## src/rtl/alu_pkg.sv

```systemverilog
// Shared opcodes, FSM state encoding and latency helper for the iterative ALU.
package alu_pkg;

  localparam logic [1:0] OP_ADD = 2'b00;
  localparam logic [1:0] OP_SUB = 2'b01;
  localparam logic [1:0] OP_MUL = 2'b10;
  localparam logic [1:0] OP_DIV = 2'b11;

  typedef enum logic [1:0] {
    IDLE = 2'd0,
    BUSY = 2'd1,
    DONE = 2'd2
  } state_t;

  // Cycles from accept to result: the iterative ops take one cycle per operand bit.
  function automatic int op_latency(input logic [1:0] op, input logic b_zero, input int w);
    if (op == OP_MUL || (op == OP_DIV && !b_zero)) return w;
    return 1;
  endfunction

endpackage

```

## src/rtl/muldiv_iter_core.sv

```systemverilog
// One-bit-per-cycle shift-add multiplier and restoring divider sharing one accumulator.
module muldiv_iter_core
  import alu_pkg::*;
#(
  parameter int W = 8
) (
  input  logic           clk,
  input  logic           rst,
  input  logic           start,
  input  logic [1:0]     op,
  input  logic [W-1:0]   a,
  input  logic [W-1:0]   b,
  output logic           done,
  output logic [2*W-1:0] result,
  output logic [W-1:0]   remainder
);

  localparam int CW = $clog2(W + 1);

  logic          run;
  logic [CW-1:0] cnt;
  logic          launch;
  logic          is_div;
  logic [2*W-1:0] acc;
  logic [2*W-1:0] mcand;
  logic [W-1:0]   opb;
  logic [W:0]     rem_sh;
  logic [W-1:0]   rem_sub;
  logic           fits;

  assign launch = start && (op == OP_MUL || (op == OP_DIV && b != '0));

  // Divide keeps the partial remainder in acc[2W-1:W] and the quotient bits in acc[W-1:0].
  always_comb begin
    rem_sh  = {acc[2*W-1:W], acc[W-1]};
    fits    = rem_sh >= {1'b0, opb};
    rem_sub = rem_sh[W-1:0] - opb;
  end

  always_ff @(posedge clk) begin
    if (rst) begin
      run  <= 1'b0;
      cnt  <= '0;
      done <= 1'b0;
    end else if (start) begin
      run  <= launch;
      cnt  <= launch ? CW'(W) : '0;
      done <= 1'b0;
    end else if (run) begin
      cnt <= cnt - CW'(1);
      if (cnt == CW'(1)) begin
        run  <= 1'b0;
        done <= 1'b1;
      end
    end
  end

  always_ff @(posedge clk) begin
    if (start) begin
      is_div <= (op == OP_DIV);
      acc    <= (op == OP_DIV) ? {{W{1'b0}}, a} : '0;
      mcand  <= {{W{1'b0}}, a};
      opb    <= b;
    end else if (run) begin
      if (is_div) begin
        acc <= fits ? {rem_sub, acc[W-2:0], 1'b1} : {rem_sh[W-1:0], acc[W-2:0], 1'b0};
      end else begin
        if (opb[0]) acc <= acc + mcand;
        mcand <= mcand << 1;
        opb   <= opb >> 1;
      end
    end
  end

  assign result    = is_div ? {{W{1'b0}}, acc[W-1:0]} : acc;
  assign remainder = is_div ? acc[2*W-1:W] : '0;

endmodule

```

## src/rtl/iterative_alu.sv

```systemverilog
// Iterative ALU: one-cycle ADD/SUB and divide-by-zero, W-cycle MUL/DIV,
// valid/ready handshake with a single operation in flight.
module iterative_alu
  import alu_pkg::*;
#(
  parameter int W = 8
) (
  input  logic           clk,
  input  logic           rst,
  input  logic           in_valid,
  output logic           in_ready,
  input  logic [W-1:0]   a,
  input  logic [W-1:0]   b,
  input  logic [1:0]     sel,
  output logic           out_valid,
  input  logic           out_ready,
  output logic [2*W-1:0] result,
  output logic [W-1:0]   remainder,
  output logic           div_by_zero
);

  localparam int CW = $clog2(W + 1);

  state_t         state;
  logic [CW-1:0]  iter_cnt;
  logic [2*W-1:0] addsub_q;
  logic           dbz_q;
  logic           accept;
  logic           consume;
  logic           core_done;
  logic [2*W-1:0] core_result;
  logic [W-1:0]   core_rem;

  function automatic logic [2*W-1:0] addsub(input logic [1:0] op, input logic [W-1:0] x,
                                            input logic [W-1:0] y);
    logic [2*W-1:0] xe;
    logic [2*W-1:0] ye;
    xe = {{W{1'b0}}, x};
    ye = {{W{1'b0}}, y};
    if (op == OP_ADD) return xe + ye;
    if (op == OP_SUB) return xe - ye;
    return '0;
  endfunction

  assign in_ready  = (state == IDLE);
  assign out_valid = (state == DONE);
  assign accept    = in_valid && in_ready;
  assign consume   = out_valid && out_ready;

  muldiv_iter_core #(.W(W)) u_core (
    .clk       (clk),
    .rst       (rst),
    .start     (accept),
    .op        (sel),
    .a         (a),
    .b         (b),
    .done      (core_done),
    .result    (core_result),
    .remainder (core_rem)
  );

  always_ff @(posedge clk) begin
    if (rst) begin
      state    <= IDLE;
      iter_cnt <= '0;
      dbz_q    <= 1'b0;
    end else begin
      case (state)
        IDLE: if (accept) begin
          state    <= BUSY;
          iter_cnt <= CW'(op_latency(sel, b == '0, W));
          dbz_q    <= (sel == OP_DIV) && (b == '0);
        end
        BUSY: begin
          iter_cnt <= iter_cnt - CW'(1);
          if (iter_cnt == CW'(1)) state <= DONE;
        end
        DONE: if (consume) state <= IDLE;
        default: state <= IDLE;
      endcase
    end
  end

  // ADD/SUB finish at accept; the register just waits out the one BUSY cycle.
  always_ff @(posedge clk) begin
    if (accept) addsub_q <= addsub(sel, a, b);
  end

  // Outputs are forced to zero outside DONE so stale core state never leaks out.
  always_comb begin
    result      = '0;
    remainder   = '0;
    div_by_zero = 1'b0;
    if (out_valid) begin
      div_by_zero = dbz_q;
      if (core_done) begin
        result    = core_result;
        remainder = core_rem;
      end else begin
        result = addsub_q;
      end
    end
  end

endmodule
```

## config.mk

```make
export PLATFORM = sky130hd
export DESIGN_NAME = iterative_alu
export DESIGN_NICKNAME = d
export VERILOG_FILES = /design/src/rtl/alu_pkg.sv /design/src/rtl/muldiv_iter_core.sv /design/src/rtl/iterative_alu.sv
export SDC_FILE = /design/constraint.sdc
export NUM_CORES = 1
export LEC_CHECK = 0
export CAP_MARGIN = 5
export CORE_AREA = 2 2 134 136
export DETAILED_ROUTE_END_ITERATION = 10
export DIE_AREA = 0 0 136 138
export PLACE_DENSITY = 0.56
export SLEW_MARGIN = 30
export SYNTH_ARGS = -nofsm -noshare
export SYNTH_HDL_FRONTEND = slang
export SYNTH_HIERARCHICAL = 1
export SYNTH_SLANG_ARGS = --single-unit
```

## constraint.sdc

```tcl
create_clock -name clk -period 3.24 [get_ports clk]
set_input_delay 0.486 -clock clk [delete_from_list [all_inputs] [get_ports clk]]
set_output_delay 0.486 -clock clk [all_outputs]
set_load 0.01 [all_outputs]
```

==> results of run 1 <==
[through the flow]
stage | cells | setup slack [ps] | total power [mW] | utilization (%)
after detailed placement | 846 | 340 | 2.65 | 33.1
after CTS | 862 | 521 | 3.60 | 34.7
after floorplan | 591 | 748 | 2.28 | -
final | 862 | 526 | 3.58 | 34.7
after global routing | 862 | 375 | 3.82 | 34.7
after global placement | 846 | 399 | 2.61 | 33.1
[layer usage]
layer / part of all wire (%) / vias up / track usage, % / wire length (um)
li1: - / 2181 / - / -
met1: 47 / 2052 / 19.1 / 6210
met2: 47 / 111 / 23.8 / 6250
met3: 4.7 / 14 / 2.60 / 619
met4: 1.6 / 0 / 5.04 / 216
met5: 0 / - / 0 / 0
[Yosys cell counts (all sizes together) (6+ instances only)]
master	number
nor2	59
nand2	58
a21oi	53
ha	44
edfxtp	43
inv	39
o21ai	27
dfxtp	21
nor2b	21
mux2i	19
buf	16
clkbuf	16
and3	13
nor3	12
a31oi	11
and2	11
a21o	10
xnor2	9
mux2	8
nand3	8
o22ai	8
xor2	8
o21a	7
a211oi	6
nand2b	6
[critical path, stage by stage, from the launching register on]
cell      delay, ps
edfxtp_1        420
ha_1            250
fa_1            440
a211o_1         320
o211ai_1        160
a21oi_1         210
a31oi_1         360
o21a_1          170
o221ai_1        120
[sequential cells by signal (all words and copies together), names as in the netlist, 2 cells and up]
| register | count |
|---|---|
| addsub_q | 10 |
| iter_cnt | 4 |
| state | 2 |
| u_core/acc | 16 |
| u_core/cnt | 4 |
| u_core/mcand | 16 |
| u_core/opb | 8 |
[layout make-up]
cell class	instances	area (um^2)	area share [%]
multi-input combinational	456	3100	50.9
sequential	64	1710	28.1
clock inverter	6	40.0	0.657
clock buffer	10	250	4.11
tap	229	287	4.71
timing repair buffer	58	556	9.12
inverter	39	146	2.40
[power breakdown]
group	leakage [nW]	switching, mW	internal [mW]
combinational	1.70	0.799	0.643
clock	0.148	0.375	0.564
sequential	0.593	0.138	1.06
total	2.44	1.31	2.27
[final timing paths]
check	start	endpoint	slack, ps
worst max register to register	u_core/acc[0]$_DFFE_PP_	u_core/acc[12]$_SDFFCE_PP0P_	530
worst min-delay path	u_core/mcand[8]$_SDFFE_PP0P_	u_core/mcand[9]$_SDFFE_PP0P_	480
worst max-delay path	u_core/acc[0]$_DFFE_PP_	u_core/acc[12]$_SDFFCE_PP0P_	530
worst min register to register	u_core/mcand[8]$_SDFFE_PP0P_	u_core/mcand[9]$_SDFFE_PP0P_	480
[kinds of logic after synthesis]
logic type | count (synthesis) | share of synthesized area, %
muxes | 27 | 5.55
xor gates and xnor gates | 17 | 2.91
adders and majority gates | 48 | 12.3
AOI/OAI and AO/OA | 157 | 20.2
buffers and inverters | 71 | 5.99
DFF | 64 | 33.4
and+or+nand+nor | 207 | 19.6
==> metrics, run 1 <==
maximum number of pins on one net before global-route repair 41; die extent in x 136 um; depth of the most critical reg-to-reg path 8; shortest period the worst path allows 2710 ps; initial cell density of the core 29.2%; proportion of synthesized chip area in sequential cells 33.4%; post-cts hold buffer count 0; count of maximum capacitance violations 0; number of top-level design ports 49; achievable clock frequency around 370 MHz; CTS Sinks between 60 and 70; Data arrival, critical path 2780 ps; setup-violating endpoint count in the final report 0; slew at the pin with the worst max-slew slack 901 ps; worst slew slack as a fraction of its limit 40.0%; ant diodes 0; cell accounting for the most synthesized area edfxtp_1; CP Capture Type flip-flop; maximum fanout along the worst path 3; count of buffers inserted at the top-level ports 48; count of buffers added by post-CTS timing repair for setup 0; final antenna-violating net count 0; Critical Setup Path Class flip-flop to flip-flop; net count after synthesis about 660; clk slew on worst S/H paths ~50 ps; post-cts repair resize count 0; final design instance area without fill 0.00609 mm^2; antenna violations before repair 0; final routed wirelength across all metal layers roughly 13000 um; Yosys warning count 6; root buffer cell clkbuf_16; Worst VDD drop 0.000299 V; count of flip-flops with a built-in enable after synthesis 43; number of flip-flops and latches in the synthesized netlist 64; number of distinct standard cells referenced by the synthesized netlist 68; power per cell area 588 mW/mm^2; chip height 138 um; Total Die Area between 0.015 and 0.02 mm^2; Total Neg Setup Slack 0 ps; # nets final 698; most area-consuming cells after synthesis edfxtp_1 (25%), ha_1 (11%), dfxtp_1 (8.2%); total via count after detailed routing about 4400; number of DRC markers after the initial detailed-route iteration 261; Yosys top cell area share 25.2%; Num CTS Buffers 9; commonest non-fill, non-tap cells in the layout nor2_1 (59), nand2_1 (58), a21oi_1 (52); area of placed instances 0.00580 mm^2; global placer's final weighted congestion 0.863; Post-Synthesis Cells between 500 and 600; average routed wire per standard cell between 15 and 20 um; area overhead of the layout relative to synthesis 19.0%; count of pins over their slew limit 0; endpoint required time on the critical path ~3300 ps; DRC violations left 0; TritonCTS clock tree done; vias in the first global route 4276; crit start category flip-flop; mean instance size in the synthesized netlist approximately 8.7 um^2; vias per cell 5.06; Congestion Overflow GR 0; Post-Route Skew 7.38 ps; most common cell after layout, fill and taps aside nor2_1; fraction of final layout cells sized beyond drive strength 1 7.27%; Clock Path Buffers 2; core region area 0.0175 mm^2; Cells on Worst Hold Path 2; leakage power of the design 2.44 nW; count of H-tree levels built during CTS 3; Async S/R FF share, synth 0%; clock network latency to the later pin of the worst-skew pair 340 ps; final hold violations 0; GR Util All Layers 14.5%; top_reg_cell synth edfxtp_1; share of the clock period used by the worst path between 80% and 90%; first-pass GRT wire length roughly 22000 um; result of the run finished clean; smallest hold slack 476 ps; number of detailed-route iterations in the first pass 4; unrepaired setup endpoints after global routing no; summed instance area of the synthesized netlist 0.00512 mm^2; type of the worst min-delay path flip-flop to flip-flop; detailed placer's ending HPWL 10200 um; fillers between 1500 and 2000; FP Rows 49
No activity file was read; power rests on OpenSTA's default activity.
==> run 2: changes to the inputs <==
- clock period: 3.24 -> 2.6 ns (I/O delays scaled with it)
==> metrics, run 2 (synthesized netlist as in run 1, its figures left out) <==
result of the run finished clean; number of detailed-route iterations in the first pass 5 (+1); Clock Path Buffers 2 (unchanged); count of pins over their slew limit 0 (unchanged); chip height 138 um (unchanged); CTS Sinks 64 (unchanged); area overhead of the layout relative to synthesis 25.2%; maximum number of pins on one net before global-route repair 48 (+17%); Congestion Overflow GR 0 (unchanged); depth of the most critical reg-to-reg path 9 (+1); first-pass GRT wire length 22000 um (+2.1%); shortest period the worst path allows 2530 ps (-187 ps); slack of the worst reg-to-reg path 70 ps (-450 ps); final hold violations 0 (unchanged); maximum fanout along the worst path 3 (unchanged); Worst VDD drop 0.000329 V (+9.8%); count of maximum capacitance violations 0 (unchanged); area of placed instances 0.00608 mm^2 (+4.9%); Critical Setup Path Class flip-flop to flip-flop; count of buffers inserted at the top-level ports 48 (unchanged); CP Capture Type flip-flop; leakage power of the design 2.63 nW (+7.8%); final routed wirelength across all metal layers 13800 um (+4.0%); total via count after detailed routing 4474 (+2.7%); detailed placer's ending HPWL 10900 um (+6.8%); buffer and inverter count on the worst path 1 (+1); count of H-tree levels built during CTS 3 (unchanged); final cell count without fillers 900 (+4.4%); reg-to-reg critical path endpoint u_core/acc[10]$_SDFFCE_PP0P_; FP Rows 49 (unchanged); achievable clock frequency 396 MHz (+7.4%); final design instance area without fill 0.00641 mm^2 (+5.2%); number of DRC markers after the initial detailed-route iteration 281 (+7.7%); share of the clock period used by the worst path 97.2% (+13 points); smallest hold slack 470 ps (-6.86 ps); TritonCTS clock tree done; fraction of final layout cells sized beyond drive strength 1 12.8% (+5.5 points); worst slew slack as a fraction of its limit 52.8% (+13 points); crit start category flip-flop; Top Family by Delay on Critical Path compound AO/OA/AOI/OAI gates; power per cell area 729 mW/mm^2 (+24%); Worst Hold Launch u_core/mcand[8]$_SDFFE_PP0P_; number of top-level design ports 49 (unchanged); Cells on Worst Hold Path 2 (unchanged); critical path's largest stage delay 410 ps (-30 ps); die extent in x 136 um (unchanged); # nets final 736 (+5.4%); Post-Route Skew 8.64 ps (+1.27 ps); Post-Place Cells 882 (+4.3%); post-cts hold buffer count 0 (unchanged); registers with the most flip-flops u_core/acc x16, u_core/mcand x16, addsub_q x10; vias in the first global route 4294 (+0.42%); Data arrival, critical path 2610 ps (-170 ps); clock network latency to the later pin of the worst-skew pair 330 ps (about the same); average routed wire per standard cell 15.4 um (-0.35%); slew at the pin with the worst max-slew slack 708 ps (-193 ps); clk slew on worst S/H paths 60 ps (about the same); commonest non-fill, non-tap cells in the layout nor2_1 (59), nand2_1 (58), a21oi_1 (52); antenna violations before repair 0 (unchanged); vias per cell 4.97 (-1.7%); endpoint required time on the critical path 2680 ps (-630 ps); setup-violating endpoint count in the final report 0 (unchanged); global placer's final weighted congestion 0.865 (+0.29%); ant diodes 0 (unchanged); worst-path cell with the longest stage delay fa_1; DRC violations left 0 (unchanged); Num CTS Buffers 9 (unchanged); final antenna-violating net count 0 (unchanged); root buffer cell clkbuf_16; Endpoint, Worst Hold u_core/mcand[9]$_SDFFE_PP0P_; GR Util All Layers 15.0% (+0.50 points); cells along the critical path ha_1, fa_1, a211o_1, o211ai_1, a21oi_1, a31oi_1, buf_4, xor2_1, o22ai_1; source of the worst register-to-register timing path u_core/mcand[0]$_SDFFCE_PN0P_; Total Die Area 0.0188 mm^2 (unchanged); initial cell density of the core 29.2% (unchanged); core region area 0.0175 mm^2 (unchanged); most common cell after layout, fill and taps aside nor2_1; type of the worst min-delay path flip-flop to flip-flop
run 2: worst max-delay path by stage:
stage	start	to	slack [ps]	cells past startpoint
after floorplan	u_core/acc[10]$_SDFFCE_PP0P_	u_core/acc[8]$_SDFFCE_PP0P_	110	7
after global placement	a[0]	addsub_q[8]$_DFFE_PP_	-10	9
after detailed placement	a[1]	addsub_q[4]$_DFFE_PP_	-100	7
after CTS	u_core/acc[10]$_SDFFCE_PP0P_	u_core/acc[10]$_SDFFCE_PP0P_	40	8
after global routing	u_core/acc[9]$_SDFFCE_PP0P_	u_core/acc[9]$_SDFFCE_PP0P_	-30	8
final	u_core/mcand[0]$_SDFFCE_PN0P_	u_core/acc[10]$_SDFFCE_PP0P_	70	9
run 2: layout make-up:
type	count	area, um^2
clock buffers	12	272
inverters	39	146
flip-flops and latches	64	1710
well taps	229	287
fillers	1810	11100
clock inverters	4	25.0
multi-input cells	456	3110
repair buffers	96	853
run 2: what timing repair did:
item / in CTS / in global routing
resized for setup: 0 / 2
setup buffers: 0 / 2
endpoints found under the setup margin: 0 / 14
run 2: through the flow:
stage / worst slack [ps] / power, mW / util, % / TNS [ps]
finish: 73.0 / 4.67 / 36.5 / 0
global route: -29.0 / 4.98 / 36.5 / -29.0
CTS: 43.6 / 4.66 / 36.4 / 0
detailed placement: -101 / 3.45 / 34.7 / -297
global placement: -14.3 / 3.40 / 34.7 / -14.3
floorplan: 108 / 2.84 / - / 0
run 2: worst reg2reg max path: stages (launching register included):
cell	delay [ps]
edfxtp_1	400
ha_1	230
fa_1	410
a211o_1	310
o211ai_1	130
a21oi_1	170
a31oi_1	200
buf_4	150
xor2_1	170
o22ai_1	100
run 2: layer usage:
| metal | wire, um | vias to the layer above | track usage, % |
|---|---|---|---|
| li1 | - | 2260 | - |
| met1 | 6570 | 2092 | 20.2 |
| met2 | 6480 | 104 | 24.3 |
| met3 | 495 | 18 | 2.24 |
| met4 | 281 | 0 | 5.59 |
| met5 | 0 | - | 0 |
run 2: power breakdown:
part,total (mW),internal (mW),switching [mW]
registers,1.45,1.32,0.135
logic,2.03,0.952,1.08
clock network,1.19,0.738,0.449
total,4.67,3.01,1.66
==> run 3: changes to the inputs <==
- CTS_CLUSTER_SIZE: unset -> 20
==> results of run 3 <==
Same layout as run 2: the final DEF is identical, and so are final timing and power.
